==> config.mk <==
export PLATFORM = sky130hd
export DESIGN_NAME = spi_boot_loader
export DESIGN_NICKNAME = d
export VERILOG_FILES = /design/src/rtl/spi_boot_loader.sv
export SDC_FILE = /design/constraint.sdc
export NUM_CORES = 1
export LEC_CHECK = 0
export ABC_AREA = 1
export CAP_MARGIN = 0
export CORE_MARGIN = 5
export CORE_UTILIZATION = 35
export CTS_CLUSTER_DIAMETER = 100
export CTS_CLUSTER_SIZE = 25
export DETAILED_ROUTE_END_ITERATION = 6
export GPL_ROUTABILITY_DRIVEN = 1
export GPL_TIMING_DRIVEN = 0
export HOLD_SLACK_MARGIN = 0.05
export PLACE_DENSITY = 0.53
export SYNTH_ARGS = -nofsm -noshare
export SYNTH_HDL_FRONTEND = slang
export SYNTH_SLANG_ARGS = --single-unit
==> constraint.sdc <==
create_clock -name clk -period 1.6 [get_ports clk]
set_clock_uncertainty 0.15 [all_clocks]
set_input_delay 0.48 -clock clk [delete_from_list [all_inputs] [get_ports clk]]
set_output_delay 0.48 -clock clk [all_outputs]
set_load 0.01 [all_outputs]
==> src/rtl/spi_boot_loader.sv <==
// spi_boot_loader
//   Boot-time copier from SPI flash into a memory write port. On start it
//   lowers chip select and sends the READ command (0x03) with a 24-bit flash
//   address. It then reads NWORDS 16-bit words MSB-first. After each word it
//   issues a single-cycle memory write and moves on to the next word.
//
// Ports
//   clk, rst_n          system clock (posedge), asynchronous active-low reset
//   start               begin a transfer (only looked at while idle)
//   busy / done         transfer in progress / one-cycle completion pulse
//   spi_sck, spi_cs_n   SPI mode-0 clock and active-low chip select
//   spi_mosi, spi_miso  serial data to / from the flash
//   mem_cs, mem_we      one-cycle memory write strobe pair
//   mem_addr, mem_din   memory word address and write data (held between writes)
module spi_boot_loader #(
    parameter int          ADDR_W     = 4,
    parameter int          NWORDS     = 8,
    parameter int          MEM_BASE   = 0,
    parameter logic [23:0] FLASH_ADDR = 24'h000000,
    parameter int          CLK_DIV    = 2
) (
    input  logic              clk,
    input  logic              rst_n,
    input  logic              start,
    output logic              busy,
    output logic              done,
    output logic              spi_sck,
    output logic              spi_cs_n,
    output logic              spi_mosi,
    input  logic              spi_miso,
    output logic              mem_cs,
    output logic              mem_we,
    output logic [ADDR_W-1:0] mem_addr,
    output logic [15:0]       mem_din
);

    localparam int               DIV_W    = (CLK_DIV > 1) ? $clog2(CLK_DIV) : 1;
    localparam int               IDX_W    = (NWORDS > 1) ? $clog2(NWORDS) : 1;
    localparam logic [31:0]      CMD_WORD = {8'h03, FLASH_ADDR};
    localparam logic [DIV_W-1:0] DIV_LAST = DIV_W'(CLK_DIV - 1);
    localparam logic [IDX_W-1:0] IDX_LAST = IDX_W'(NWORDS - 1);

    typedef enum logic [2:0] {
        S_IDLE,
        S_CMD,
        S_READ,
        S_WRITE,
        S_FINISH
    } state_t;

    state_t             state_q, state_d;
    logic [DIV_W-1:0]   div_q, div_d;
    logic [4:0]         bit_q, bit_d;
    logic [IDX_W-1:0]   idx_q, idx_d;
    // Command bits still to be sent; bit 31 goes straight to MOSI at start.
    logic [30:0]        shout_q, shout_d;
    logic [15:0]        shin_q, shin_d;
    logic               sck_q, sck_d;
    logic               cs_n_q, cs_n_d;
    logic               mosi_q, mosi_d;
    logic               busy_q, busy_d;
    logic               done_q, done_d;
    logic               mem_cs_q, mem_cs_d;
    logic               mem_we_q, mem_we_d;
    logic [ADDR_W-1:0]  mem_addr_q, mem_addr_d;
    logic [15:0]        mem_din_q, mem_din_d;
    logic               sck_tick;

    // One half SCK period has elapsed.
    assign sck_tick = (div_q == DIV_LAST);

    always_ff @(posedge clk or negedge rst_n) begin
        if (!rst_n) begin
            state_q    <= S_IDLE;
            div_q      <= '0;
            bit_q      <= '0;
            idx_q      <= '0;
            shout_q    <= '0;
            shin_q     <= '0;
            sck_q      <= 1'b0;
            cs_n_q     <= 1'b1;
            mosi_q     <= 1'b0;
            busy_q     <= 1'b0;
            done_q     <= 1'b0;
            mem_cs_q   <= 1'b0;
            mem_we_q   <= 1'b0;
            mem_addr_q <= '0;
            mem_din_q  <= '0;
        end else begin
            state_q    <= state_d;
            div_q      <= div_d;
            bit_q      <= bit_d;
            idx_q      <= idx_d;
            shout_q    <= shout_d;
            shin_q     <= shin_d;
            sck_q      <= sck_d;
            cs_n_q     <= cs_n_d;
            mosi_q     <= mosi_d;
            busy_q     <= busy_d;
            done_q     <= done_d;
            mem_cs_q   <= mem_cs_d;
            mem_we_q   <= mem_we_d;
            mem_addr_q <= mem_addr_d;
            mem_din_q  <= mem_din_d;
        end
    end

    always_comb begin
        state_d    = state_q;
        div_d      = div_q;
        bit_d      = bit_q;
        idx_d      = idx_q;
        shout_d    = shout_q;
        shin_d     = shin_q;
        sck_d      = sck_q;
        cs_n_d     = cs_n_q;
        mosi_d     = mosi_q;
        busy_d     = busy_q;
        done_d     = 1'b0;
        mem_cs_d   = 1'b0;
        mem_we_d   = 1'b0;
        mem_addr_d = mem_addr_q;
        mem_din_d  = mem_din_q;

        unique case (state_q)
            S_IDLE: begin
                if (start) begin
                    state_d = S_CMD;
                    cs_n_d  = 1'b0;
                    busy_d  = 1'b1;
                    // First command bit must be valid as soon as cs_n falls.
                    mosi_d  = CMD_WORD[31];
                    shout_d = CMD_WORD[30:0];
                    sck_d   = 1'b0;
                    div_d   = '0;
                    bit_d   = '0;
                    idx_d   = '0;
                end
            end

            S_CMD, S_READ: begin
                if (!sck_tick) begin
                    div_d = div_q + DIV_W'(1);
                end else begin
                    div_d = '0;
                    sck_d = ~sck_q;
                    if (!sck_q) begin
                        // Rising edge: capture flash data (command phase ignores MISO).
                        if (state_q == S_READ) begin
                            shin_d = {shin_q[14:0], spi_miso};
                        end
                    end else begin
                        // Falling edge: one bit period complete.
                        bit_d = bit_q + 5'd1;
                        if (state_q == S_CMD) begin
                            mosi_d  = shout_q[30];
                            shout_d = {shout_q[29:0], 1'b0};
                            if (bit_q == 5'd31) begin
                                state_d = S_READ;
                                bit_d   = '0;
                                mosi_d  = 1'b0;
                            end
                        end else if (bit_q == 5'd15) begin
                            state_d = S_WRITE;
                            bit_d   = '0;
                        end
                    end
                end
            end

            S_WRITE: begin
                // SCK is already low here; cs_n stays low so the flash keeps streaming.
                mem_cs_d   = 1'b1;
                mem_we_d   = 1'b1;
                mem_addr_d = ADDR_W'(MEM_BASE + int'(idx_q));
                mem_din_d  = shin_q;
                div_d      = '0;
                if (idx_q == IDX_LAST) begin
                    state_d = S_FINISH;
                end else begin
                    idx_d   = idx_q + IDX_W'(1);
                    state_d = S_READ;
                end
            end

            S_FINISH: begin
                state_d = S_IDLE;
                cs_n_d  = 1'b1;
                busy_d  = 1'b0;
                done_d  = 1'b1;
            end

            default: state_d = S_IDLE;
        endcase
    end

    assign busy     = busy_q;
    assign done     = done_q;
    assign spi_sck  = sck_q;
    assign spi_cs_n = cs_n_q;
    assign spi_mosi = mosi_q;
    assign mem_cs   = mem_cs_q;
    assign mem_we   = mem_we_q;
    assign mem_addr = mem_addr_q;
    assign mem_din  = mem_din_q;

endmodule

==> metrics.yaml <==
status:
  status: "finished, violations left"
  violations: "negative setup slack"
floorplan:
  rows: 32
  io_pins: 31
  die-area_mm2: 0.00957
  core-area_mm2: 0.00761
  die_h_um: 97.8
  initial_utilization_pct: 35.5
  die_w_um: 97.8
flow_run:
  drv_cap: 0
cells_and_area:
  n_fill_cell: 781
  drive_above_1_share_pct: 31.3
  stdcell_area_mm2: 0.00334
  layout.cells.non_filler: 453
  num_antenna_cells: 0
  final_util_pct: 43.9
  fin_nets: 356
  area_growth_pct: 23.8
clocking:
  cts_htree_levels: 3
  clkSlewWorstSetupHoldPaths_ps: 70
  cts-root-buf: "clkbuf_8"
  hold_buffers: 0
  clock_path_buffers: 2
  clock_sinks: 60
  insertion_delay_ps: 340
  cts_tree: "built"
  numCtsBuffers: 9
min_path:
  hold_path_class: "in -> async"
synthesis:
  synthCells: 296
  yosys_most_used_dff: "dfrtp_1"
  synth_most_common_cell: "nand2_1"
  yosys.cell_types.count: 29
  synth_common_cells: "nand2_1, dfrtp_1, inv_1, nand3_1"
  syn_nets: 306
  synth_area_leaders: "dfrtp_1, nand2_1, inv_1, o21ai_2, nand3_1"
  yosysWarningCount: 0
  synth_edf_count: 0
  synth-async-reset-ratio_pct: 100
  synth.cell_area_mm2: 0.00270
  ys_seq_area_share_pct: 55.7
  ys_ff_latch: 60
  synth_top_area_cell: "dfrtp_1"
  synth_top_cell_area_share_pct: 54.7
  synth_area_per_cell_um2: 9.12
route:
  ant_nets: 0
  drtIter0Drc: 107
  wl_per_cell_um: 12.1
  via_count: 2011
  via_per_inst: 4.44
  wl_um: 5480
  firstDrtPassIters: 4
  drc_errors: 0
place:
  dp_hpwl_um: 3620
  place_area_mm2: 0.00312
  portBuffers: 29
  post-place-cells: 427
  gp_congestion: 0.803
sta:
  worstMarginPinSlew_ps: 762
  max_freq_ghz: 0.618
  final_hold_viol_count: 0
  setup_viol: 3
  maxSlewViolCount: 0
  slew_headroom_pct: 49.2
  period_share_pct: 101
  fin_ws_ps: -17.8
  rsz0062_at_grt: "yes"
  finalCriticalPeriod_ps: 1620
setup_path:
  cp_max_fo: 3
  path_cells: "ha_2 > nand2_2 > nor2_4 > ha_2 > inv_2 > nand3_2 > nand3_2 > o21bai_1 > nand2_1"
  timing.critical_path.slowest_cell_delay_ps: 380
  cpMaxStageDelayCell: "dfrtp_1"
  start_kind: "register"
  critPathBufInv: 1
  criticalPathCategory: "reg -> reg"
  worst_setup_path_end_kind: "register"
  cp.required_ps: 1680
  cp_top_family: "simple AND/OR/NAND/NOR gates"
  arrival_ps: 1690
grt:
  antenna_found_initial: 0
  globalRouteTotalUtil_pct: 12.3
  grt_max_degree: 61
  grt_first_pass_wirelength_um: 9480
  overflow: 0
  grt_pass1_vias: 1992
pwr:
  vdd_drop_max_uv: 377
  power.density_mw_per_mm2: 895
  cellLeakagePower_nw: 1.76
state kept, by name, summed over array words and instances (netlist names):
name      flops
done          1
shout_q       7
state_q       3
div_q         1
spi_sck       1
idx_q         3
shin_q       16
mem_we        1
mem_din      16
spi_mosi      1
busy          1
mem_addr      3
bit_q         5
spi_cs_n      1
layout make-up:
type / instances / area (µm²) / area share, %
Sequential cell: 60 / 1510 / 45.0
Multi-Input combinational cell: 188 / 1050 / 31.3
Timing Repair Buffer: 40 / 253 / 7.56
Inverter: 40 / 153 / 4.57
Tap cell: 102 / 128 / 3.82
Clock buffer: 9 / 124 / 3.71
Clock inverter: 7 / 75.1 / 2.25
Buffer: 7 / 58.8 / 1.76
metrics by stage:
| step | TNS, ps | power (mW) | hold WS [ps] | setup WS, ps |
|---|---|---|---|---|
| 3_3_place_gp | -134150 | 1.65 | 299 | -2170 |
| 5_1_grt | -760 | 3.12 | 120 | -123 |
| 2_1_floorplan | 0 | 1.60 | 34.4 | 32.6 |
| 4_1_cts | -84.7 | 3.05 | 91.0 | -40.4 |
| 3_5_place_dp | -4870 | 1.65 | 307 | -303 |
| 6_report | -37.0 | 2.99 | 53.7 | -17.8 |
cells by family after synthesis:
group / share of synthesized area (%)
XOR/XNOR: 0.649
other: 0.139
buffers and inverters: 8.02
AND/OR/NAND/NOR: 22.8
adder cells (fa/ha/maj): 2.78
flip-flops: 55.7
AO/OA/AOI/OAI: 10.0
power breakdown:
part           internal [mW]  switching [mW]  total [mW]
Combinational         0.0187          0.0543      0.0730
Clock                  0.729           0.648        1.38
Sequential              1.53         0.00875        1.54
layout by cell type, fill, tap and decap left out, types with 3 or more instances in the layout:
| cell | count |
|---|---|
| nand2_1 | 87 |
| dfrtp_1 | 57 |
| inv_1 | 35 |
| buf_2 | 18 |
| nand3_1 | 15 |
| o21ai_2 | 15 |
| buf_4 | 14 |
| nor2_1 | 12 |
| o21ai_1 | 11 |
| o21ai_0 | 10 |
| clkbuf_8 | 9 |
| clkbuf_2 | 8 |
| nand3_2 | 6 |
| nor2_4 | 5 |
| nand2_2 | 5 |
| buf_6 | 5 |
| inv_2 | 4 |
| ha_1 | 3 |
| ha_2 | 3 |
layer usage:
layer	GRT usage, %	wire (µm)	vias up
li1	-	-	1028
met1	16.3	2680	946
met2	18.5	2530	30
met3	3.64	199	7
met4	5.43	68	0
met5	0	0	-
path summary, 6_finish.rpt:
check                               to        start  cells past startpoint  slack, ps
setup / recovery            state_q[0]     bit_q[0]                      9        -20
hold / removal             shout_q[26]        rst_n                      1         50
setup reg to reg            state_q[0]     bit_q[0]                      9        -20
hold reg to reg            shout_q[24]  shout_q[24]                      2        320
max in group asynchronous   state_q[1]        rst_n                      1        700
min in group clk           shout_q[24]  shout_q[24]                      2        320
what timing repair did:
action / CTS / global route
setup buffers: 8 / 3
gates resized for setup: 98 / 28
pin swaps: 7 / 8
gates cloned: 0 / 0
endpoints found under the setup margin: 35 / 56
(Power assumes the default switching activity.)
